<file path="config.mk">
export PLATFORM = sky130hd
export DESIGN_NAME = crc_lfsr_engine
export DESIGN_NICKNAME = d
export VERILOG_FILES = /design/src/rtl/crc_lfsr_pkg.sv /design/src/rtl/crc_lfsr_step.sv /design/src/rtl/crc_lfsr_engine.sv
export SDC_FILE = /design/constraint.sdc
export NUM_CORES = 1
export LEC_CHECK = 0
export CAP_MARGIN = 5
export CORE_ASPECT_RATIO = 1.1
export CORE_MARGIN = 10
export CORE_UTILIZATION = 25
export CTS_CLUSTER_DIAMETER = 120
export DETAILED_ROUTE_END_ITERATION = 12
export GPL_TIMING_DRIVEN = 0
export PLACE_DENSITY_LB_ADDON = 0.08
export SLEW_MARGIN = 10
export SYNTH_ARGS = -nofsm -noshare
export SYNTH_HDL_FRONTEND = slang
export SYNTH_HIERARCHICAL = 1
export SYNTH_SLANG_ARGS = --single-unit
</file>
<file path="constraint.sdc">
create_clock -name CLK -period 4.4 [get_ports CLK]
set_clock_uncertainty 0.1 [all_clocks]
set_input_delay 0.66 -clock CLK [delete_from_list [all_inputs] [get_ports CLK]]
set_output_delay 0.66 -clock CLK [all_outputs]
set_load 0.02 [all_outputs]
</file>
<file path="src/rtl/crc_lfsr_pkg.sv">
// Shared types and defaults for the serial CRC engine.
// State encoding plus default 8-bit polynomial and seed.
package crc_lfsr_pkg;

  typedef enum logic [1:0] {
    IDLE  = 2'd0,
    SHIFT = 2'd1,
    OUT   = 2'd2
  } state_e;

  localparam logic [7:0] DEF_POLY = 8'hC4;
  localparam logic [7:0] DEF_SEED = 8'hD8;

endpackage

</file>
<file path="src/rtl/crc_lfsr_step.sv">
// Combinational DATA_W-bit Galois LFSR advance, data_i[0] first.
// Ports: r_i current register, data_i input bits, r_o next register.
module crc_lfsr_step
  import crc_lfsr_pkg::*;
#(
  parameter int                   CRC_WIDTH = 8,
  parameter int                   DATA_W    = 1,
  parameter logic [CRC_WIDTH-1:0] POLY      = CRC_WIDTH'(DEF_POLY)
) (
  input  logic [CRC_WIDTH-1:0] r_i,
  input  logic [DATA_W-1:0]    data_i,
  output logic [CRC_WIDTH-1:0] r_o
);

  logic [CRC_WIDTH-1:0] acc;

  always_comb begin
    acc = r_i;
    for (int i = 0; i < DATA_W; i++) begin
      if (data_i[i] ^ acc[0]) acc = (acc >> 1) ^ POLY;
      else                    acc = acc >> 1;
    end
    r_o = acc;
  end

endmodule

</file>
<file path="src/rtl/crc_lfsr_engine.sv">
// Serial CRC engine: absorbs DATA while ACTIVE, then streams CRC LSB first.
// Ports: CLK, RST (sync, high), DATA, ACTIVE in; CRC, valid, ready out.
// Option CRC_LFSR_PAR_OUT_EN adds CRC_PAR, the full result held per frame.
module crc_lfsr_engine
  import crc_lfsr_pkg::*;
#(
  parameter int                   CRC_WIDTH = 8,
  parameter int                   DATA_W    = 1,
  parameter logic [CRC_WIDTH-1:0] POLY      = CRC_WIDTH'(DEF_POLY),
  parameter logic [CRC_WIDTH-1:0] SEED      = CRC_WIDTH'(DEF_SEED)
) (
  input  logic              CLK,
  input  logic              RST,
  input  logic [DATA_W-1:0] DATA,
  input  logic              ACTIVE,
  output logic              CRC,
  output logic              valid,
  output logic              ready
`ifdef CRC_LFSR_PAR_OUT_EN
  ,
  output logic [CRC_WIDTH-1:0] CRC_PAR
`endif
);

  localparam int CNT_W = $clog2(CRC_WIDTH);
  localparam logic [CNT_W-1:0] CNT_LAST = CNT_W'(CRC_WIDTH - 1);

  state_e               state_q, state_d;
  logic [CRC_WIDTH-1:0] r_q, r_d, r_step;
  logic [CNT_W-1:0]     cnt_q, cnt_d;
  logic                 crc_q, crc_d;
  logic                 valid_q, valid_d;
`ifdef CRC_LFSR_PAR_OUT_EN
  logic [CRC_WIDTH-1:0] par_q, par_d;
`endif

  crc_lfsr_step #(
    .CRC_WIDTH(CRC_WIDTH),
    .DATA_W   (DATA_W),
    .POLY     (POLY)
  ) u_step (
    .r_i   (r_q),
    .data_i(DATA),
    .r_o   (r_step)
  );

  always_comb begin
    state_d = state_q;
    r_d     = r_q;
    cnt_d   = cnt_q;
    crc_d   = crc_q;
    valid_d = valid_q;
`ifdef CRC_LFSR_PAR_OUT_EN
    par_d   = par_q;
`endif
    unique case (state_q)
      IDLE: begin
        if (ACTIVE) begin
          r_d     = r_step;
          state_d = SHIFT;
        end
      end
      SHIFT: begin
        if (ACTIVE) begin
          r_d = r_step;
        end else begin
          // first output bit leaves on the same edge that ends the frame
          state_d = OUT;
          crc_d   = r_q[0];
          valid_d = 1'b1;
          r_d     = r_q >> 1;
          cnt_d   = CNT_LAST;
`ifdef CRC_LFSR_PAR_OUT_EN
          par_d   = r_q;
`endif
        end
      end
      OUT: begin
        if (cnt_q != '0) begin
          crc_d = r_q[0];
          r_d   = r_q >> 1;
          cnt_d = cnt_q - 1'b1;
        end else begin
          crc_d   = 1'b0;
          valid_d = 1'b0;
          r_d     = SEED;
          state_d = IDLE;
        end
      end
      default: begin
        state_d = IDLE;
        r_d     = SEED;
        crc_d   = 1'b0;
        valid_d = 1'b0;
      end
    endcase
  end

  always_ff @(posedge CLK) begin
    if (RST) begin
      state_q <= IDLE;
      r_q     <= SEED;
      cnt_q   <= '0;
      crc_q   <= 1'b0;
      valid_q <= 1'b0;
`ifdef CRC_LFSR_PAR_OUT_EN
      par_q   <= '0;
`endif
    end else begin
      state_q <= state_d;
      r_q     <= r_d;
      cnt_q   <= cnt_d;
      crc_q   <= crc_d;
      valid_q <= valid_d;
`ifdef CRC_LFSR_PAR_OUT_EN
      par_q   <= par_d;
`endif
    end
  end

  assign ready = (state_q != OUT);
  assign CRC   = crc_q;
  assign valid = valid_q;
`ifdef CRC_LFSR_PAR_OUT_EN
  assign CRC_PAR = par_q;
`endif

endmodule
</file>
==> results.json <==
{
  "grt_pass1_wl_um": 4410,
  "cp_data_required_time_ps": 3640,
  "grt_usage_pct": 7.85,
  "fin_util_pct": 30.7,
  "drtIter0Drc": 54,
  "status": "finished clean",
  "synth_nets": 137,
  "fp.dieH_um": 88.8,
  "end_kind": "output pin",
  "rsz0062_at_grt": "false",
  "drtPass1Iterations": 4,
  "cts_num_sinks": 15,
  "rrSetupSlack_ps": 2660,
  "clock_path_buffers": 2,
  "cts_tree": "yes",
  "cp-start-kind": "flip-flop",
  "post-cts-setup-buffers": 0,
  "cts_hold_buf": 0,
  "worst_pin_slew_ps": 561,
  "setup.worst_path.class": "flip-flop to output pin",
  "clk_pin_slew_ps": 60,
  "fin_setup_tns_ps": 0,
  "dr_total_vias": 915,
  "dp_slack_ps": 2050,
  "ant_nets": 0,
  "period_share_pct": 59.0,
  "grt_util_met1_pct": 8.78,
  "grt.met2_usage_pct": 13.7,
  "dieArea_mm2": 0.00732,
  "start_util_pct": 26.5,
  "r2r-start": "state_q[0]",
  "yosys_warnings": 6,
  "hold_viol": 0,
  "coreArea_mm2": 0.00405,
  "rows": 24,
  "synth-seq-cells": 15,
  "crit_fanout": 10,
  "ys_types": 36,
  "whs_ps": 377,
  "syn-cell-area_mm2": 0.00107,
  "slew_headroom_pct": 62.6,
  "root_buffer": "clkbuf_8",
  "grt_pass1_vias": 894,
  "fin_ws_ps": 1800,
  "antenna_found_initial": 0,
  "drt_wl_total_um": 2670,
  "ir_drop_mv": 0.107,
  "port_buffers": 6,
  "dp_hpwl_um": 1940,
  "p_per_area_mw_per_mm2": 393,
  "pin_count": 7,
  "gr-total-overflow": 0,
  "clk_latency_ps": 250,
  "syn_area_per_cell_um2": 8.53,
  "slew_viol_final": 0,
  "setup_violations": 0,
  "leakage_nw": 0.459,
  "drive_above_1_share_pct": 16.9,
  "post_drt_wl_per_cell_um": 14.2,
  "min_period_ps": 2600,
  "hold_path_class": "flip-flop to flip-flop",
  "max_freq_ghz": 0.385,
  "fillCellCount": 443,
  "min_from": "CRC",
  "use_met3_pct": 2.13,
  "syn_inst": 126,
  "max-cap-violations": 0,
  "place_congestion": 0.709,
  "vias_per_cell": 4.87,
  "cts.htree.levels": 1,
  "nNetsFinal": 148,
  "critPathLaunch": "state_q[0]",
  "crit_arrival_ps": 1840,
  "die_w_um": 82.5,
  "busiest_layer": "met2",
  "drc_errors": 0,
  "syn2layout_area_growth_pct": 15.8,
  "num_antenna_cells": 0,
  "cts_resized": 0,
  "grt_max_degree": 11,
  "cts_buffers": 3,
  "ys_seq_area_share_pct": 27.9
}
-- cells by family (layout without fill, tap and decap cells) --
group                    count (synthesis)  count (layout)  synth area share [%]
AND/OR/NAND/NOR                         39              39                  19.9
buffers and inverters                   19              29                  11.6
AO/OA/AOI/OAI                           42              42                  26.2
multiplexers                             1               1                 0.931
flip-flops                              15              15                  27.9
adder cells (fa/ha/maj)                  7               7                  8.15
XOR/XNOR                                 3               3                  5.24
-- layout make-up --
cell class | instances | area [um2] | share of cell area, %
Inverter | 6 | 22.5 | 1.81
Timing Repair Buffer | 6 | 60.1 | 4.82
Buffer | 13 | 103 | 8.24
Sequential cell | 15 | 300 | 24.1
Tap cell | 52 | 65.1 | 5.23
Multi-Input combinational cell | 92 | 649 | 52.2
Clock buffer | 4 | 45.0 | 3.62
-- critical path, cell delays in order, from the launching register on --
cell	delay [ps]
dfxtp_1	380
inv_1	100
ha_1	260
buf_6	170
inv_1	70
clkdlybuf4s50_1	600
-- cell usage in the layout (no fill, tap or decap), types with 2 or more instances in the layout --
master	n
buf_2	2
or3_1	3
clkdlybuf4s50_1	6
o21ai_0	14
a21oi_1	3
nand2_1	7
xor3_1	2
inv_1	6
ha_1	7
o221ai_1	3
nand2b_1	2
clkbuf_8	4
a21oi_2	3
dfxtp_1	15
o21ai_1	2
nor3_1	6
o22ai_1	2
and2_4	2
nor2b_1	7
clkbuf_1	3
a31oi_1	8
nor2_1	8
buf_4	5
buf_6	3
-- stage by stage --
stage	area (um2)	instances	power, mW
3_3_place_gp	1200	184	0.376
3_5_place_dp	1200	184	0.378
6_report	1240	188	0.490
4_1_cts	1240	188	0.496
2_1_floorplan	1070	126	0.333
5_1_grt	1240	188	0.527
-- cell usage after synthesis --
cell	instances	area (um2)
o221a_1	1	11.3
or2_1	1	6.26
buf_2	2	10.0
buf_4	5	37.5
xor2_1	1	8.76
o2111ai_1	1	8.76
nand2_1	7	26.3
and3b_2	1	10.0
nor2_1	8	30.0
a221oi_2	1	15.0
a21oi_2	3	26.3
o21ai_0	14	70.1
and2_4	2	17.5
nor3_1	6	30.0
a311oi_1	1	8.76
buf_6	3	33.8
clkbuf_1	2	7.51
inv_1	6	22.5
a31oi_1	8	50.1
nand2b_4	1	13.8
or3_1	3	18.8
a211oi_2	1	12.5
ha_1	7	87.6
nor2b_1	7	43.8
o221ai_1	3	26.3
a211oi_1	1	7.51
nand3_1	1	5.00
clkbuf_8	1	13.8
o21a_1	1	7.51
xor3_1	2	47.6
nand2b_1	2	12.5
mux2i_1	1	10.0
o21ai_1	2	10.0
o22ai_1	2	12.5
dfxtp_1	15	300
a21oi_1	3	15.0
-- flip-flops by register name, summed over array words and instances, names as in the netlist --
signal   flops
cnt_q        3
CRC          1
state_q      2
valid        1
r_q          8
-- power by group --
part	switching [mW]	total [mW]	leakage, nW	internal [mW]
Sequential	0.0229	0.183	0.124	0.161
Combinational	0.0951	0.189	0.313	0.0943
Clock	0.0528	0.117	0.0228	0.0642
-- worst paths after layout --
| path | endpoint | cells past startpoint |
|---|---|---|
| setup reg to reg | r_q[2] | 7 |
| setup / recovery | ready | 5 |
| hold / removal | CRC | 2 |
| hold reg to reg | CRC | 2 |
-- routing by layer --
| layer | up-vias | wire length (um) | part of all wire, % |
|---|---|---|---|
| met5 | - | 0 | 0 |
| met4 | 0 | 39 | 1.5 |
| met3 | 5 | 100 | 3.8 |
| met2 | 12 | 1330 | 50 |
| met1 | 431 | 1190 | 45 |
| li1 | 467 | - | - |
No activity file was read; power rests on OpenSTA's default activity.
